**src/rtl/ospi_flash_pkg.sv**
```systemverilog
// Shared opcodes, FSM states and status-register bit positions
// for the OSPI flash array model.
package ospi_flash_pkg;

    typedef enum logic [2:0] {
        OP_READ         = 3'd0,
        OP_RDSR         = 3'd1,
        OP_WREN         = 3'd2,
        OP_WRDI         = 3'd3,
        OP_PROGRAM      = 3'd4,
        OP_SECTOR_ERASE = 3'd5,
        OP_CHIP_ERASE   = 3'd6,
        OP_CLRSR        = 3'd7
    } op_e;

    typedef enum logic [1:0] {
        ST_IDLE,
        ST_PROG,
        ST_ERASE
    } state_e;

    localparam int SR_BUSY = 0;
    localparam int SR_WEL  = 1;
    localparam int SR_ERR  = 2;

endpackage

```
**src/rtl/ospi_flash_mem.sv**
```systemverilog
// Single-port flash storage: synchronous write, asynchronous read.
// Cells hold inverted data so power-up zeros read back as erased ones.
module ospi_flash_mem #(
    parameter int DATA_W = 8,
    parameter int ADDR_W = 8
) (
    input  logic              clk,
    input  logic              we,
    input  logic [ADDR_W-1:0] addr,
    input  logic [DATA_W-1:0] wdata,
    output logic [DATA_W-1:0] rdata
);

    logic [DATA_W-1:0] cells [2**ADDR_W];

    always_ff @(posedge clk) begin
        if (we) begin
            cells[addr] <= ~wdata;
        end
    end

    assign rdata = ~cells[addr];

endmodule

```
**src/rtl/ospi_flash_array.sv**
```systemverilog
// OSPI flash storage/timing core: write-enable latch, AND-only program,
// multi-cycle program, word-by-word sector/chip erase, status register.
module ospi_flash_array
    import ospi_flash_pkg::*;
#(
    parameter int DATA_W      = 8,
    parameter int ADDR_W      = 8,
    parameter int SECTOR_W    = 4,
    parameter int PROG_CYCLES = 4
) (
    input  logic              clk,
    input  logic              reset_n,
    input  logic              cs_n,
    input  logic              hold_n,
    input  logic              cmd_valid,
    output logic              cmd_ready,
    input  logic [2:0]        cmd_op,
    input  logic [ADDR_W-1:0] cmd_addr,
    input  logic [DATA_W-1:0] cmd_wdata,
    output logic              rsp_valid,
    output logic [DATA_W-1:0] rsp_data,
    output logic              busy,
    output logic              wel,
    output logic              err
);

    localparam int CNT_W = $clog2(PROG_CYCLES + 1);
    localparam logic [ADDR_W-1:0] SEC_MASK =
        {ADDR_W{1'b1}} >> (ADDR_W - SECTOR_W);

    state_e            state;
    op_e               op;
    logic              hold_q;
    logic              chip_q;
    logic              accept;
    logic              last_word;
    logic [CNT_W-1:0]  cnt;
    logic [ADDR_W-1:0] ptr;
    logic [DATA_W-1:0] wdata_q;
    logic              mem_we;
    logic [ADDR_W-1:0] mem_addr;
    logic [DATA_W-1:0] mem_wdata;
    logic [DATA_W-1:0] mem_rdata;

    assign op        = op_e'(cmd_op);
    assign cmd_ready = !cs_n && !hold_q;
    assign accept    = cmd_valid && cmd_ready;
    assign busy      = (state != ST_IDLE);

    // The walker stops at the top of its sector (or of the array).
    assign last_word = chip_q ? (&ptr) : ((ptr & SEC_MASK) == SEC_MASK);

    assign mem_addr  = busy ? ptr : cmd_addr;
    assign mem_we    = !hold_q &&
                       ((state == ST_PROG && cnt == CNT_W'(1)) ||
                        state == ST_ERASE);
    assign mem_wdata = (state == ST_PROG) ? (mem_rdata & wdata_q) : '1;

    ospi_flash_mem #(
        .DATA_W(DATA_W),
        .ADDR_W(ADDR_W)
    ) u_mem (
        .clk  (clk),
        .we   (mem_we),
        .addr (mem_addr),
        .wdata(mem_wdata),
        .rdata(mem_rdata)
    );

    always_ff @(posedge clk or negedge reset_n) begin
        if (!reset_n) begin
            state     <= ST_IDLE;
            hold_q    <= 1'b0;
            chip_q    <= 1'b0;
            cnt       <= '0;
            ptr       <= '0;
            wdata_q   <= '0;
            rsp_valid <= 1'b0;
            rsp_data  <= '1;
            wel       <= 1'b0;
            err       <= 1'b0;
        end else begin
            hold_q <= !hold_n;
            if (!hold_q) begin
                rsp_valid <= 1'b0;
                if (accept && op == OP_RDSR) begin
                    rsp_valid         <= 1'b1;
                    rsp_data          <= '0;
                    rsp_data[SR_BUSY] <= busy;
                    rsp_data[SR_WEL]  <= wel;
                    rsp_data[SR_ERR]  <= err;
                end else if (accept && busy) begin
                    err <= 1'b1;
                end else if (accept) begin
                    unique case (op)
                        OP_READ: begin
                            rsp_valid <= 1'b1;
                            rsp_data  <= mem_rdata;
                        end
                        OP_WREN:  wel <= 1'b1;
                        OP_WRDI:  wel <= 1'b0;
                        OP_CLRSR: err <= 1'b0;
                        OP_PROGRAM: begin
                            if (wel) begin
                                state   <= ST_PROG;
                                cnt     <= CNT_W'(PROG_CYCLES);
                                ptr     <= cmd_addr;
                                wdata_q <= cmd_wdata;
                            end else begin
                                err <= 1'b1;
                            end
                        end
                        OP_SECTOR_ERASE: begin
                            if (wel) begin
                                state  <= ST_ERASE;
                                chip_q <= 1'b0;
                                ptr    <= cmd_addr & ~SEC_MASK;
                            end else begin
                                err <= 1'b1;
                            end
                        end
                        OP_CHIP_ERASE: begin
                            if (wel) begin
                                state  <= ST_ERASE;
                                chip_q <= 1'b1;
                                ptr    <= '0;
                            end else begin
                                err <= 1'b1;
                            end
                        end
                        default: ;
                    endcase
                end

                unique case (state)
                    ST_PROG: begin
                        if (cnt == CNT_W'(1)) begin
                            state <= ST_IDLE;
                            wel   <= 1'b0;
                        end else begin
                            cnt <= cnt - 1'b1;
                        end
                    end
                    ST_ERASE: begin
                        if (last_word) begin
                            state <= ST_IDLE;
                            wel   <= 1'b0;
                        end else begin
                            ptr <= ptr + 1'b1;
                        end
                    end
                    default: ;
                endcase
            end
        end
    end

endmodule

```
**config.mk**
```make
export PLATFORM = sky130hd
export DESIGN_NAME = ospi_flash_array
export DESIGN_NICKNAME = d
export VERILOG_FILES = /design/src/rtl/ospi_flash_pkg.sv /design/src/rtl/ospi_flash_mem.sv /design/src/rtl/ospi_flash_array.sv
export SDC_FILE = /design/constraint.sdc
export NUM_CORES = 2
export LEC_CHECK = 0
export ABC_AREA = 1
export BUFFER_PORTS_ARGS = -buffer_cell sky130_fd_sc_hd__buf_2
export CAP_MARGIN = 20
export CELL_PAD_IN_SITES_DETAIL_PLACEMENT = 1
export CELL_PAD_IN_SITES_GLOBAL_PLACEMENT = 1
export CORE_ASPECT_RATIO = 0.7
export CORE_MARGIN = 3
export CORE_UTILIZATION = 55
export DETAILED_ROUTE_END_ITERATION = 8
export PLACE_DENSITY_LB_ADDON = 0.1
export SYNTH_ARGS = -nofsm -noshare
export SYNTH_HDL_FRONTEND = slang
export SYNTH_SLANG_ARGS = --single-unit
export TNS_END_PERCENT = 30
```
**constraint.sdc**
```tcl
create_clock -name clk -period 25.6 [get_ports clk]
set_input_delay 1.28 -clock clk [delete_from_list [all_inputs] [get_ports clk]]
set_output_delay 1.28 -clock clk [all_outputs]
set_load 0.03 [all_outputs]
```
==> qor.txt <==
Worst-path clk slew - 70 ps
Synthesized area - 88900 um2
Register area share after synthesis - 70.1%
Static leakage - 40.3 nW
HP Start - rsp_valid
Layout Cells excl Fill - 10900
Drt total wl - 303 mm
Distinct cells, synth - 34
CP max FO - 107
Vias per cell - 5.95
TritonCTS Buffers - 194
EDFF count, synth - 2048
# rows - 122
Vias - 64900
Yosys warnings - 0
Hold Vio Cnt, Final - 0
Post-cts sizing count - 0
Worst Path Arrival - 11190 ps
Clock Latency Late Sink - 860 ps
Hpwl dp - 176 mm
First-pass DRT Iterations - 6
Layout Skew - 31.7 ps
IO Port Bufs - 36
Die W - 487 um
Vias in the first global route - 66800
Post-DP Area - 91400 um2
Relative slew slack - 19.3%
Root Driver - clkbuf_16
Async SR Flop Fraction - 1.63%
DRC Markers - 0
Synth top area share - 69.1%
Sw power - 0.00436 W
Core Area - 159000 um2
Post-CTS Repair Setup Buffers - 0
Die Area - 167000 um2
Placed cells - 10500
Ports - 37
Top FF cell, synth - edfxtp_1
Max Root-Sink Buffers - 3
Largest net degree at the start of global routing - 206
HP Class - reg -> reg
Hold Buf Count CTS - 0
Clk pwr share - 27.6%
Max Cap Violations - 0
Gate Count Post-Synth - 8662
Max Clock Freq - 0.0940 GHz
Grt ovf - 0
Hold WS - 475 ps
Element type at the critical path end - flop
Final WS setup - 14960 ps
Gpl congestion - 0.910
Avg WL per Cell - 27.8 um
Slew Viols, Final - 0
Gate power share - 34.9%
Crit start category - flop
Final setup viols - 0
Layout Nets - 8657
Fin area - 98000 um2
WS Path Type - reg -> reg
Die Ht - 342 um
Fraction of layout cells with a size suffix above 1 - 6.77%
Multi-input logic area - 21200 um2
CTS tree - done
Reg area - 62400 um2
Sequential share of power - 37.5%
R2R cell count - 23
R2R Path Start - state[0]
Dpl ws - 15270 ps
Top post-synthesis cells by area - edfxtp_1, nand2_1, inv_1
Worst Setup SP - state[0]
1st-iter DRT viols - 8167
Power Density - 111 nW/um2
Initial antenna violation count - 18
Dominant cell type by area after synthesis - edfxtp_1
Avg Inst Size Synth - 10.3 um2
Status - complete, no violations
Clk sinks - 2082
Maximum vdd ir drop - 0.111 mV
Initial core utilization - 55.8%
Mapped Nets - 8692
Data required time at the worst endpoint - 26150 ps
Internal power - 0.00653 W
Net Sw Frac - 40.0%
Flops & latches, synth - 2082
Area grow syn2layout - 10.2%
Hold path cells - 2
Aggregate negative setup slack - 0 ps
DRT antenna net count - 0
Pin slew with the least headroom to its limit - 1210 ps
First-pass GRT wire length - 443 mm
GRT Total Usage - 36.3%
Post-route minimum period - 10640 ps
Final worst path period share - 41.6%
H-tree lvl count - 4
Fillers - 16900
RSZ-0062 raised after global routing - no
-- cells in the mapped netlist (8+ instances only) --
cell type	n
nand3b_1	17
a21oi_1	33
or2_2	89
nor2_1	944
buf_4	9
nand3_1	243
nand2_1	3162
edfxtp_1	2048
buf_2	153
o21ai_1	106
buf_1	46
dfstp_2	8
o211ai_1	12
dfrtp_1	26
clkbuf_1	206
o21ai_0	511
nand4_1	11
inv_1	994
-- sequential cells by signal, indices dropped and copies added, names as in the netlist --
register,flops
wel,1
state,2
ptr,8
wdata_q,8
chip_q,1
rsp_valid,1
u_mem.cells,2048
cnt,3
rsp_data,8
err,1
hold_q,1
-- per-layer routing --
| layer | global-route usage, % | vias to the layer above | routed length [um] |
|---|---|---|---|
| met5 | 0 | - | 40 |
| met4 | 16.0 | 6 | 13600 |
| met3 | 7.53 | 690 | 31500 |
| met2 | 56.6 | 3641 | 140000 |
| met1 | 49.7 | 32700 | 119000 |
| li1 | - | 27900 | - |
-- area by class of cell --
type | instances | area share (%)
clock inverter | 120 | 1.34
clock buffer | 239 | 5.19
sequential | 2082 | 63.6
tap | 2108 | 2.69
multi-input combinational | 5159 | 21.6
inverter | 1002 | 3.84
timing repair buffer | 188 | 1.65
antenna | 12 | 0.0306
-- critical path, cell delays in order, from the launching register on --
cell	delay (ps)
dfrtp_1	400
inv_1	110
ha_1	530
inv_1	330
nand2_2	70
buf_4	320
nand2_8	590
buf_4	660
buf_4	710
buf_4	850
buf_4	700
o21ai_0	230
nand2_1	140
nand2_1	70
nand2_1	60
nand2_1	70
o21ai_0	380
a21oi_1	130
nor2_1	130
nand3_1	150
a21oi_4	860
buf_4	800
buf_4	960
buf_4	660
-- metrics by stage --
step | power (W) | util (%)
final | 0.0109 | 61.5
after global routing | 0.0113 | 61.5
after CTS | 0.0108 | 61.4
after detailed placement | 0.00780 | 57.3
after global placement | 0.00765 | 57.3
after floorplan | 0.00639 | -
-- logic make-up after synthesis --
family                     synth area share, %
muxes                                   0.0127
AOI/OAI and AO/OA                         3.88
xor gates and xnor gates                0.0394
buffers and inverters                     6.29
DFF                                       70.1
and+or+nand+nor                           19.6
adders and majority gates               0.0844
-- power by group through the flow --
stage / logic, W / registers (W) / clock network (W)
finish: 0.00380 / 0.00408 / 0.00301
global route: 0.00406 / 0.00408 / 0.00316
CTS: 0.00371 / 0.00408 / 0.00302
detailed placement: 0.00365 / 0.00415 / 0
global placement: 0.00351 / 0.00415 / 0
floorplan: 0.00211 / 0.00428 / 0
-- cell usage in the layout (no fill, tap or decap), drive strengths merged --
cell      netlist  routed
o21a            1       1
bufinv          0      27
ha              6       6
clkinvlp        0       6
a22oi           3       3
a31oi           3       3
edfxtp       2048    2048
clkbuf        206     240
nand2        3164    3164
nor2          944     944
o22ai           6       6
or2            89      89
mux2            1       1
a21oi          33      33
nor3            1       1
nand3b         17      17
dfrtp          26      26
o211ai         12      12
nand4          11      11
o311ai          1       1
o21ai         617     617
nand3         243     243
a211oi          1       1
a21boi          1       1
clkinv          5      84
nor4            1       1
xor2            4       4
diode           0      12
inv           997    1005
buf           213     187
dfstp           8       8
-- final timing paths --
kind | to | slack (ps)
worst max-delay path | u_mem.cells[172][1] | 14960
worst min-delay path | rsp_valid | 480
worst max register to register | u_mem.cells[172][1] | 14960
worst min register to register | rsp_valid | 480
max in group asynchronous | cnt[2] | 24540
min in group asynchronous | ptr[6] | 530
No activity file was read; power rests on OpenSTA's default activity.
